<file path="config.mk">
export PLATFORM = sky130hd
export DESIGN_NAME = mem_store_buffer
export DESIGN_NICKNAME = d
export VERILOG_FILES = /design/src/rtl/mem_store_buffer.sv
export SDC_FILE = /design/constraint.sdc
export NUM_CORES = 1
export LEC_CHECK = 0
export CORE_MARGIN = 3
export CORE_UTILIZATION = 40
export CTS_CLUSTER_SIZE = 8
export DETAILED_ROUTE_END_ITERATION = 16
export PLACE_DENSITY = 0.71
export REMOVE_ABC_BUFFERS = 1
export SLEW_MARGIN = 30
export SYNTH_ARGS = -nofsm -noshare
export SYNTH_HDL_FRONTEND = slang
export SYNTH_SLANG_ARGS = --single-unit
</file>
<file path="constraint.sdc">
create_clock -name clk -period 12.95 [get_ports clk]
set_clock_uncertainty 0.2 [all_clocks]
set_input_delay 2.59 -clock clk [delete_from_list [all_inputs] [get_ports clk]]
set_output_delay 2.59 -clock clk [all_outputs]
set_load 0.02 [all_outputs]
</file>
<file path="src/rtl/mem_store_buffer.sv">
// Store buffer between MEM and data_memory; load forwarding enabled by MEM_STORE_BUFFER_FORWARD_EN.
// Latency: a store pushed at edge N may drain in cycle N+1; ld_hit and dm_* are combinational.
// Backpressure: st_ready drops when full or draining; loads own the memory port while dm_busy is high.
module mem_store_buffer #(
    parameter int DEPTH = 4,
    parameter int AW    = 32,
    parameter int DW    = 32
) (
    input  logic                   clk,
    input  logic                   reset,
    input  logic                   st_valid,
    input  logic [AW-1:0]          st_addr,
    input  logic [DW-1:0]          st_data,
    output logic                   st_ready,
    input  logic                   ld_valid,
    input  logic [AW-1:0]          ld_addr,
    output logic                   ld_hit,
    output logic [DW-1:0]          ld_fwd_data,
    output logic                   stall,
    input  logic                   dm_busy,
    output logic                   dm_mem_write,
    output logic [AW-1:0]          dm_address,
    output logic [DW-1:0]          dm_write_data,
    input  logic                   drain,
    output logic                   drain_done,
    output logic                   empty,
    output logic [$clog2(DEPTH):0] count
);
    localparam int IW = $clog2(DEPTH);
    localparam int PW = IW + 1;

    typedef enum logic {RUN, DRAIN} state_t;

    state_t            state_q;
    logic              drain_done_q;
    logic [PW-1:0]     head_q, head_d, tail_q, tail_d;
    logic [PW-1:0]     count_d;
    logic [DEPTH-1:0]  valid_q, valid_d;
    logic [AW-1:0]     addr_q [DEPTH];
    logic [AW-1:0]     addr_d [DEPTH];
    logic [DW-1:0]     data_q [DEPTH];
    logic [DW-1:0]     data_d [DEPTH];
    logic              full, push, pop, ld_block;
    logic              match_any;
    logic [IW-1:0]     scan_idx;

    // Wrap bit distinguishes full from empty when the index bits coincide.
    assign full  = (head_q[PW-1] != tail_q[PW-1]) && (head_q[IW-1:0] == tail_q[IW-1:0]);
    assign empty = (head_q == tail_q);
    assign count = tail_q - head_q;

    assign st_ready     = !full && (state_q == RUN);
    assign push         = st_valid && st_ready;
    assign dm_mem_write = !empty && !dm_busy;
    assign pop          = dm_mem_write;

    assign dm_address    = addr_q[head_q[IW-1:0]];
    assign dm_write_data = data_q[head_q[IW-1:0]];
    assign drain_done    = drain_done_q;

    always_comb begin
        head_d  = head_q;
        tail_d  = tail_q;
        valid_d = valid_q;
        addr_d  = addr_q;
        data_d  = data_q;
        if (pop) begin
            valid_d[head_q[IW-1:0]] = 1'b0;
            head_d                  = head_q + PW'(1);
        end
        if (push) begin
            valid_d[tail_q[IW-1:0]] = 1'b1;
            addr_d[tail_q[IW-1:0]]  = st_addr;
            data_d[tail_q[IW-1:0]]  = st_data;
            tail_d                  = tail_q + PW'(1);
        end
        count_d = tail_d - head_d;
    end

    always_ff @(posedge clk or posedge reset) begin
        if (reset) begin
            head_q  <= '0;
            tail_q  <= '0;
            valid_q <= '0;
            addr_q  <= '{default: '0};
            data_q  <= '{default: '0};
        end else begin
            head_q  <= head_d;
            tail_q  <= tail_d;
            valid_q <= valid_d;
            addr_q  <= addr_d;
            data_q  <= data_d;
        end
    end

    always_ff @(posedge clk or posedge reset) begin
        if (reset) begin
            state_q      <= RUN;
            drain_done_q <= 1'b0;
        end else begin
            drain_done_q <= 1'b0;
            case (state_q)
                RUN: begin
                    if (drain) begin
                        if (empty) drain_done_q <= 1'b1;
                        else       state_q      <= DRAIN;
                    end
                end
                DRAIN: begin
                    if (count_d == '0) begin
                        state_q      <= RUN;
                        drain_done_q <= 1'b1;
                    end
                end
                default: state_q <= RUN;
            endcase
        end
    end

`ifdef MEM_STORE_BUFFER_FORWARD_EN
    logic [DW-1:0] fwd_data;

    // Scan oldest to youngest so the entry nearest tail overrides older matches.
    always_comb begin
        match_any = 1'b0;
        fwd_data  = '0;
        scan_idx  = '0;
        for (int i = 0; i < DEPTH; i++) begin
            scan_idx = head_q[IW-1:0] + IW'(i);
            if (valid_q[scan_idx] && (addr_q[scan_idx] == ld_addr)) begin
                match_any = 1'b1;
                fwd_data  = data_q[scan_idx];
            end
        end
    end

    assign ld_hit      = ld_valid && match_any;
    assign ld_fwd_data = ld_hit ? fwd_data : '0;
    assign ld_block    = 1'b0;
`else
    always_comb begin
        match_any = 1'b0;
        scan_idx  = '0;
        for (int i = 0; i < DEPTH; i++) begin
            scan_idx = IW'(i);
            if (valid_q[scan_idx] && (addr_q[scan_idx] == ld_addr)) match_any = 1'b1;
        end
    end

    // Without forwarding a matching load must wait until the store reaches memory.
    assign ld_hit      = 1'b0;
    assign ld_fwd_data = '0;
    assign ld_block    = ld_valid && match_any;
`endif

    assign stall = (st_valid && !st_ready) || (ld_valid && st_valid) || ld_block;

endmodule

</file>
* Word-level counts from Yosys, hierarchy flattened
Cells that the tools add are included.
** Word-level totals
- Register bits :: 268
- Bits of input ports :: 102
- Logic and storage cells :: 88
** Operators by class
- Add/subtract/negate cells :: 4
- Order comparisons :: 7
- Eq/ne operators :: 7
- Muxes and demuxes :: 30
- Bitwise logic cells :: 6
- Reduce and logical (&&, ||, !) cells :: 21
** Operators with widths (count)
- $bwmux W128 :: 2
- $mux W32 :: 5
- $bmux W32 S2 :: 2
- $eq A32 B32 Y1 :: 4
- $demux W32 S2 :: 1
- $logic_and A1 B1 Y1 :: 14
- $mux W1 :: 12
- $mux W4 :: 2
- $add A3 B1 Y3 const B :: 2
- $ge A3 B3 Y1 const B :: 2
- $lt A2 B3 Y1 const B :: 2
- $mux W3 :: 2
- $not A2 Y3 :: 2
- $sub A3 B3 Y3 :: 2
- $and A4 B4 Y4 :: 1
- $demux W1 S2 :: 2
- $ge A2 B1 Y1 const B :: 2
- $logic_not A1 Y1 :: 4
- $not A4 Y4 :: 1
- $or A4 B4 Y4 :: 1
- $pmux W1 S2 :: 2
- $eq A3 B3 Y1 :: 1
- $logic_not A3 Y1 :: 1
- $lt A3 B1 Y1 const B :: 1
- other kinds (4) :: 5

* Depth between registers and ports, before layout
Gate-level depths: netlist of the first run.
- Depth after elaboration :: 10
- Gate-level depth with buffers :: 14
- Gate-level depth less buffers :: 13

* Worst setup path after synthesis of the first run
OpenSTA, ideal clock, no wires.
- Path type :: input to output
- Start :: input port ld_addr[28]
- End :: output port stall
- Arrival time :: 4.103 ns
- Required time :: 10.160 ns
- Path slack :: 6.057 ns
- Cell stages on the path :: 5
- Path buffers :: 0
- Cells stage by stage :: xor2_1 > or4_1 > a2111oi_0 > nand4_1 > a31oi_1
** Between the ends
- Longest elaborated chain between the ends :: 8
** RTL lines
- from (decl) :: RTL line 16 : input logic [AW-1:0] ld_addr,
- $eq A32 B32 Y1 :: RTL line 146 : if (valid_q[scan_idx] && (addr_q[scan_idx] == ld_addr)) match_any = 1'b1;
- $logic_and A1 B1 Y1 :: RTL line 146
- $mux W1 (3 in series) :: RTL line 146
- $mux W1 * :: RTL line 146
- $logic_and A1 B1 Y1 * :: RTL line 153 : assign ld_block = ld_valid && match_any;
- $logic_or A1 B1 Y1 * :: RTL line 156 : assign stall = (st_valid && !st_ready) || (ld_valid && st_valid) || ld_block;
- to (decl) :: RTL line 19 : output logic stall,
Every way passes the cells marked *; elsewhere a longest branch is shown, timed or not.

* Final worst setup path of the first run
- Start :: input port ld_addr[17]
- End :: output port stall
The elaborated chain is that of the path after synthesis.

==> run summary, run 1 <==
The cell depth of the worst min-delay path is 2, and the post-CTS setup-driven buffer insertion count is 0. For the warning count from the yosys run, the log shows 0. The internal power consumption was 0.00304 W; the proportion of synthesized flip-flops having asynchronous set or reset was 1.00.

Setup violations remaining at the end of the flow were counted as 0. Summing over every cut layer, the via total after detailed routing is 8094. Post-route fraction of the period consumed by the critical path: 0.638. The detailed router put a total of 15.4 mm of wire on met1. For the portion of total power attributed to combinational logic, the log shows 0.465. The final worst-path setup slack was 4.69 ns.

Summing all flip-flop and latch instances after layout gives 0.00671 mm2. The shortest period the worst path allows works out to 8.26 ns. The hold violation count in the final report came out at 0. The arrival time reported for the critical path endpoint is 5.47 ns, and the number of buffers on the longest clock path is 3. In this run the worst path has a maximum fanout of 4.

The critical path capture point type is a primary output. The worst-case IR drop observed on VDD is 0.000142 V. In this run the cell area of the synthesized design comes to 0.0142 mm2. The global-route wire length before repair is 55.0 mm, and the total CTS buffers is 39. Kind of critical path: primary input to primary output. Once detailed placement completed, the half-perimeter wirelength came to 23.2 mm.

The logs give 0.381 for the worst slew margin relative to its limit and 4.71 ns for the pre-CTS setup slack. The count of pins on the block boundary was 207. After floorplanning, the core was divided into 68 placement rows. The synthesized netlist contains 37 unique library cells. The analysis attributes to net switching a power of 0.00160 W. For this design the static power due to leakage is 7.91 nW. The number of hold buffers added after CTS was 0. The count of pins over their slew limit was 0; the gate count of the mapped netlist was 908.

For the initial core utilization, the log shows 0.409. The core area was 0.0348 mm2. CTS saw 268 sinks. The wire length per cell works out to 22.9 um. The tightest min-delay check is of the flip-flop to flip-flop type. The first detailed-routing pass ran for 5 iterations.

Later-pin clock latency in the skew report: 0.51 ns. The achievable frequency came out at 0.121 GHz. The run gives 0.187 as the total routing resource utilization after global routing.

The cell sitting at the root of the clock tree is a sky130_fd_sc_hd__clkbuf_16. At the worst endpoint, the required time is 10.16 ns. The power density over the cells works out to 272 mW/mm2. Once detail routing completed, the nets flagged for antenna violations numbered 0.

TritonCTS built the clock tree. The total of flip-flops plus latches after synthesis works out to 268. In this run, synthesis inferred 0 flip-flops with an integrated enable. For this run, the post-layout net count is 1200.

The worst setup path is launched from a primary input. Floorplan die height: 195 um. The DRC violations left was 0.

The logs give 8865 for the via count of the first global-routing pass and 0.197 for the clock group share of total power. The actual transition at the worst max-transition pin was 0.928 ns. Wire segments on met3 add up to 2.29 mm in the final route. Power consumption: 0.00464 W. Dividing the detail-routed via count by the number of cells gives 5.24. The multi-input combinational cells in the finished layout cover a total of 0.00686 mm2. Relative to the synthesized area, the layout overhead comes to 20.0%. The total negative setup slack came out at 0 ns.

Total wire length after detailed routing: 35.4 mm. The logs give 0.338 for the power share of the sequential group and 0 for the overflow left after global routing. Across the run, the number of max-cap violations was 0. For the number of antenna violations at the first check in global routing, the log shows 4.

The total of buffers placed on input and output ports is 173. The top layer reached by signal wires is met5. Summed over all nets, wire length on met2 after detailed routing comes to 16.9 mm. The number of levels the H-tree was split into came out at 2. Entering global routing, the biggest net connects 140 pins. The run finished with clean final reports. Once the clock tree was built, the resizer swapped 0 gates to a different size. The fraction of layout instances using a drive strength above 1 was 0.347; the synthesized area divided by synthesized cell count was 15.7 um2. The worst register-to-register path has a depth of 6. The number of fill cells in the layout came out at 2977. The placer's final routability congestion estimate was 0.832; the die extent in x was 195 um.

0 antenna diodes ended up in the layout. The proportion of synthesized chip area in sequential cells is 0.471, and the post-CTS clock slew at the launch and capture registers of the worst setup and hold paths is 0.05 ns. The switching fraction of total power was 0.344. The most used flip-flop cell after synthesis is sky130_fd_sc_hd__dfrtp_1. The floorplan step defined a die boundary enclosing 0.0379 mm2. Setup repair after global routing left no endpoint under its margin.

For this block, the initial DRC count from the detailed router was 377.
-- path summary, 6_finish.rpt --
| kind | startpoint | to | slack (ns) |
|---|---|---|---|
| hold / removal | valid_q[2]$_DFF_PP0_ | valid_q[2]$_DFF_PP0_ | 0.30 |
| max in group asynchronous | reset | head_q[0]$_DFF_PP0_ | 8.86 |
| setup / recovery | ld_addr[17] | stall | 4.69 |
| hold reg to reg | valid_q[2]$_DFF_PP0_ | valid_q[2]$_DFF_PP0_ | 0.30 |
| min in group asynchronous | reset | data_q[40]$_DFFE_PP0P_ | 2.42 |
| setup reg to reg | head_q[0]$_DFF_PP0_ | addr_q[84]$_DFFE_PP0P_ | 9.20 |
-- registers in the layout (all words and copies together) (netlist names) --
name,cells
data_q,128
state_q,1
head_q,3
valid_q,4
drain_done,1
tail_q,3
addr_q,128
-- layout make-up --
class | count | area share
multi-input combinational | 581 | 0.402
sequential | 268 | 0.393
timing repair buffer | 181 | 0.106
clock buffer | 46 | 0.0618
tap | 455 | 0.0333
inverter | 14 | 0.00381
-- per-layer routing --
metal,track usage,vias up
met3,0.0496,53
met2,0.302,224
met5,0,-
met1,0.254,4239
li1,-,3570
met4,0.0436,8
-- logic make-up (layout without fill, tap and decap cells) --
logic type	count (synthesis)	after routing	synth area share
XOR/XNOR	135	135	0.0842
AND/OR/NAND/NOR	65	65	0.0259
buffers and inverters	91	241	0.0556
adder cells (fa/ha/maj)	13	13	0.0120
multiplexers	320	320	0.343
flip-flops	268	268	0.471
other	1	33	0.000264
AO/OA/AOI/OAI	15	15	0.00800
-- synthesized netlist by cell type, types with 3 or more instances --
cell type	number	share of area
sky130_fd_sc_hd__buf_1	4	0.0011
sky130_fd_sc_hd__nor2_1	5	0.0013
sky130_fd_sc_hd__buf_12	18	0.025
sky130_fd_sc_hd__a21oi_1	3	0.0011
sky130_fd_sc_hd__nand3_1	4	0.0014
sky130_fd_sc_hd__xnor2_1	41	0.025
sky130_fd_sc_hd__mux4_2	64	0.10
sky130_fd_sc_hd__xor2_1	93	0.057
sky130_fd_sc_hd__buf_2	11	0.0039
sky130_fd_sc_hd__nor4_1	21	0.0092
sky130_fd_sc_hd__nand4_1	13	0.0057
sky130_fd_sc_hd__ha_1	12	0.011
sky130_fd_sc_hd__buf_4	36	0.019
sky130_fd_sc_hd__dfrtp_1	268	0.47
sky130_fd_sc_hd__o21ai_0	3	0.0011
sky130_fd_sc_hd__mux2_4	147	0.16
sky130_fd_sc_hd__clkbuf_1	7	0.0018
sky130_fd_sc_hd__mux2_2	109	0.086
sky130_fd_sc_hd__inv_1	14	0.0037
sky130_fd_sc_hd__nor3_1	4	0.0014
sky130_fd_sc_hd__nand2_4	3	0.0024
sky130_fd_sc_hd__nand2_1	13	0.0034
-- critical path, cell delays in order --
cell	delay (ns)
sky130_fd_sc_hd__clkdlybuf4s50_1	0.53
sky130_fd_sc_hd__xor2_1	0.19
sky130_fd_sc_hd__nor4_1	0.58
sky130_fd_sc_hd__nand4_1	0.14
sky130_fd_sc_hd__a2111oi_0	0.30
sky130_fd_sc_hd__nand4_1	0.14
sky130_fd_sc_hd__a31oi_1	0.32
sky130_fd_sc_hd__clkdlybuf4s50_1	0.67
-- power by group through the flow --
stage	sequential, W	clock, W	combinational, W
after floorplan	0.00151	0	0.00144
after global placement	0.00156	0	0.00216
after detailed placement	0.00157	0	0.00217
after CTS	0.00157	0.000938	0.00219
after global routing	0.00163	0.000976	0.00229
final	0.00157	0.000912	0.00216
-- through the flow --
| stage | cells | cell area, um2 | hold WS, ns | utilization |
|---|---|---|---|---|
| after floorplan | 863 | 13600 | 0.239 | - |
| after CTS | 1545 | 17100 | 0.286 | 0.490 |
| after detailed placement | 1499 | 16000 | 0.275 | 0.460 |
| after global routing | 1545 | 17100 | 0.306 | 0.491 |
| final | 1545 | 17100 | 0.296 | 0.491 |
| after global placement | 1499 | 16000 | 0.265 | 0.460 |
-- placed cells by master (no fill, tap or decap), types with 4 or more instances in the layout --
cell type / Yosys / layout
sky130_fd_sc_hd__nor4_1: 21 / 21
sky130_fd_sc_hd__xnor2_1: 41 / 41
sky130_fd_sc_hd__dfrtp_1: 268 / 266
sky130_fd_sc_hd__inv_1: 14 / 13
sky130_fd_sc_hd__ha_1: 12 / 12
sky130_fd_sc_hd__xor2_1: 93 / 93
sky130_fd_sc_hd__clkdlybuf4s50_1: 0 / 173
sky130_fd_sc_hd__nand2_1: 13 / 13
sky130_fd_sc_hd__nand4_1: 13 / 13
sky130_fd_sc_hd__mux2_4: 147 / 147
sky130_fd_sc_hd__clkbuf_16: 0 / 41
sky130_fd_sc_hd__mux2_2: 109 / 109
sky130_fd_sc_hd__nand3_1: 4 / 4
sky130_fd_sc_hd__mux4_2: 64 / 64
sky130_fd_sc_hd__nor3_1: 4 / 4
sky130_fd_sc_hd__conb_1: 1 / 33
sky130_fd_sc_hd__buf_4: 36 / 6
sky130_fd_sc_hd__clkbuf_1: 7 / 4
sky130_fd_sc_hd__nor2_1: 5 / 5
Note: power is estimated with default switching activity, not from simulation.
==> run 2, diff against run 1 <==
Settings changed: PLACE_DENSITY 0.71 to 0.73.
Clock period 12.95 ns to 7.3 ns, I/O delays scaled along.
==> run summary, run 2 (synthesis gave the netlist of run 1 again) <==
The run finished with clean final reports. For flop-to-flop paths, the worst setup slack is 3.51 ns. Among all stages on the critical path, the largest delay is contributed by sky130_fd_sc_hd__clkdlybuf4s50_1. Clock latency on the worst-skew pair, taken at its later pin, is 0.50 ns. The DRC violation total after the first TritonRoute iteration is 405. The run gives 0.409 as the initial core utilization. The number of violations of the max-capacitance limit is 0.

The static leakage power is 7.90 nW. From synthesis to final layout, the design area changed by 20.1%. The worst slew margin relative to its limit was 0.377; the required time of the critical path was 5.64 ns.

The fraction of layout instances using a drive strength above 1 came out at 0.347. Summed over all layers, the global routing overflow is 0. The placed instance count is 1499, and the via count of the first global-routing pass is 8943. Dividing total power by cell area gives a power density of 483 mW/mm2.

The core region is 0.0348 mm2. Hold violation count in the final report: 0. TritonCTS built the clock tree. The shortest period the worst path allows is 6.10 ns. The floorplan step defined a die boundary enclosing 0.0379 mm2. The number of levels the H-tree was split into was 2; the maximum number of pins on one net before global-route repair was 139. Clock tree synthesis selected as its root buffer the cell sky130_fd_sc_hd__clkbuf_16. The run gives 0.187 as the total routing resource utilization after global routing.

The tree built by TritonCTS fans out to 268 sinks. For the number of nets still failing antenna checks after routing, the log shows 0. The critical hold path startpoint was data_q[12]$_DFFE_PP0P_.

The site row count is 68, and the total wire length after detailed routing is 35.5 mm. Setup repair after global routing left no endpoint under its margin. The critical path goes through clkdlybuf4s50_1, xor2_1, nor4_1, nand4_1, a2111oi_0, nand4_1, a31oi_1, clkdlybuf4s50_1. The total CTS buffers was 39. The cell area after layout is 0.0171 mm2.

In the layout the commonest cells are sky130_fd_sc_hd__dfrtp_1, sky130_fd_sc_hd__clkdlybuf4s50_1, sky130_fd_sc_hd__mux2_4. The pre-antenna-repair detailed-routing pass consisted of 5 iterations. The number of setup buffers added after CTS is 0. The actual transition at the worst max-transition pin works out to 0.934 ns. STA classifies the critical path endpoint as a primary output. The congestion estimate from routability-driven global placement came to 0.834. The number of fill cells in the layout is 3048. The die extent in x works out to 195 um.

After clock tree synthesis, the repair step resized 0 gates. The cell depth of the worst min-delay path came out at 1. Buffers placed on the I/O ports in this run total 173. Number of antenna violations at the first check in global routing: 5. The post-route non-filler standard cell count came out at 1546. The final layout contains 1200 nets. The count of pins over their slew limit is 0. The path with the worst hold slack has its endpoint at data_q[12]$_DFFE_PP0P_. The tools report the detailed-placement wirelength estimate as 23.7 mm. The kind of cell with the highest combined delay on the critical path is buffers and inverters. The global-route wire length before repair was 55.5 mm; the number of buffers and inverters on the critical path was 2. The floorplan die height is 195 um. In the final layout, the registers with the most flip-flops are addr_q x128, data_q x128, valid_q x4. The largest driver fanout on the critical path is 4.

The tools report the number of buffers on the longest clock path as 3. Setup violations remaining at the end of the flow were counted as 0. The run gives 0 as the DRC violations left. The post-route fraction of the period consumed by the critical path came out at 0.835. The number of hold buffers added after CTS was 0. The tools report the core utilization of the finished layout as 0.491. The endpoint identified for the worst register-to-register timing path is data_q[118]$_DFFE_PP0P_. After clock tree synthesis, the clock-pin slew on the worst setup and hold paths is 0.05 ns. Based on the critical path, the design can be clocked at up to 0.164 GHz.

The path depth of the worst reg2reg path was 7. In this run the count of I/O pins placed on the die edge is 207. VDD sags by at most 0.000326 V. The launch instance of the worst register-to-register path is head_q[1]$_DFF_PP0_. The per-cell via count in the routed design is 5.29. Most common cell after layout, fill and taps aside: sky130_fd_sc_hd__dfrtp_1. Summing over every cut layer, the via total after detailed routing is 8172. The critical path is of the primary input to primary output type. The arrival time reported for the critical path endpoint is 4.44 ns. Dividing the detail-routed wire length by the instance count gives 23.0 um. The placed standard-cell area was 0.0160 mm2. The path class of the lowest-slack min-delay path was flip-flop to flip-flop. The kind of start point of the critical path was a primary input.

The largest single stage delay on the critical path is 0.67 ns.
[run 2: cell count changes in the layout (fill, tap and decap cells not counted), sizes merged]
cell	previous run	this run
clkbuf	46	45
diode	0	2
[run 2: through the flow]
stage / setup slack [ns] / total power [W] / hold WS, ns / TNS [ns]
3_3_place_gp: 1.26 / 0.00658 / 0.276 / 0
2_1_floorplan: -1.74 / 0.00523 / 0.239 / -466.85
6_report: 1.20 / 0.00825 / 0.299 / 0
4_1_cts: 1.30 / 0.00834 / 0.301 / 0
5_1_grt: 1.09 / 0.00869 / 0.310 / 0
3_5_place_dp: 1.30 / 0.00667 / 0.289 / 0
[run 2: how the worst max path moves through the flow]
stage	from	slack, ns	endpoint	depth (start not counted)
2_1_floorplan	reset	-1.74	addr_q[0]$_DFFE_PP0P_	1
3_3_place_gp	ld_addr[26]	1.26	stall	8
3_5_place_dp	ld_addr[27]	1.30	stall	8
4_1_cts	ld_addr[27]	1.30	stall	8
5_1_grt	ld_addr[26]	1.09	stall	8
6_report	ld_addr[26]	1.20	stall	8
[run 2: area by class of cell]
cell class	instances	area [um2]	share of cell area
Sequential cell	268	6710	0.393
Inverter	14	65.1	0.00381
Clock buffer	45	1050	0.0615
Multi-Input combinational cell	581	6870	0.402
Antenna cell	2	5.00	0.000293
Tap cell	455	569	0.0333
Timing Repair Buffer	181	1820	0.106
[run 2: per-layer routing]
metal | share of wire | GRT usage | vias up
met1 | 0.43 | 0.252 | 4290
li1 | - | - | 3572
met2 | 0.47 | 0.301 | 236
met3 | 0.072 | 0.0492 | 66
met5 | 0.0014 | 0 | -
met4 | 0.029 | 0.0551 | 8
[run 2: power by group]
group / internal, W / switching [W] / total (W) / leakage (nW)
sequential: 0.00219 / 0.000586 / 0.00277 / 3.35
clock: 0.000994 / 0.000617 / 0.00161 / 0.516
combinational: 0.00222 / 0.00164 / 0.00387 / 4.03
total: 0.00541 / 0.00284 / 0.00825 / 7.90
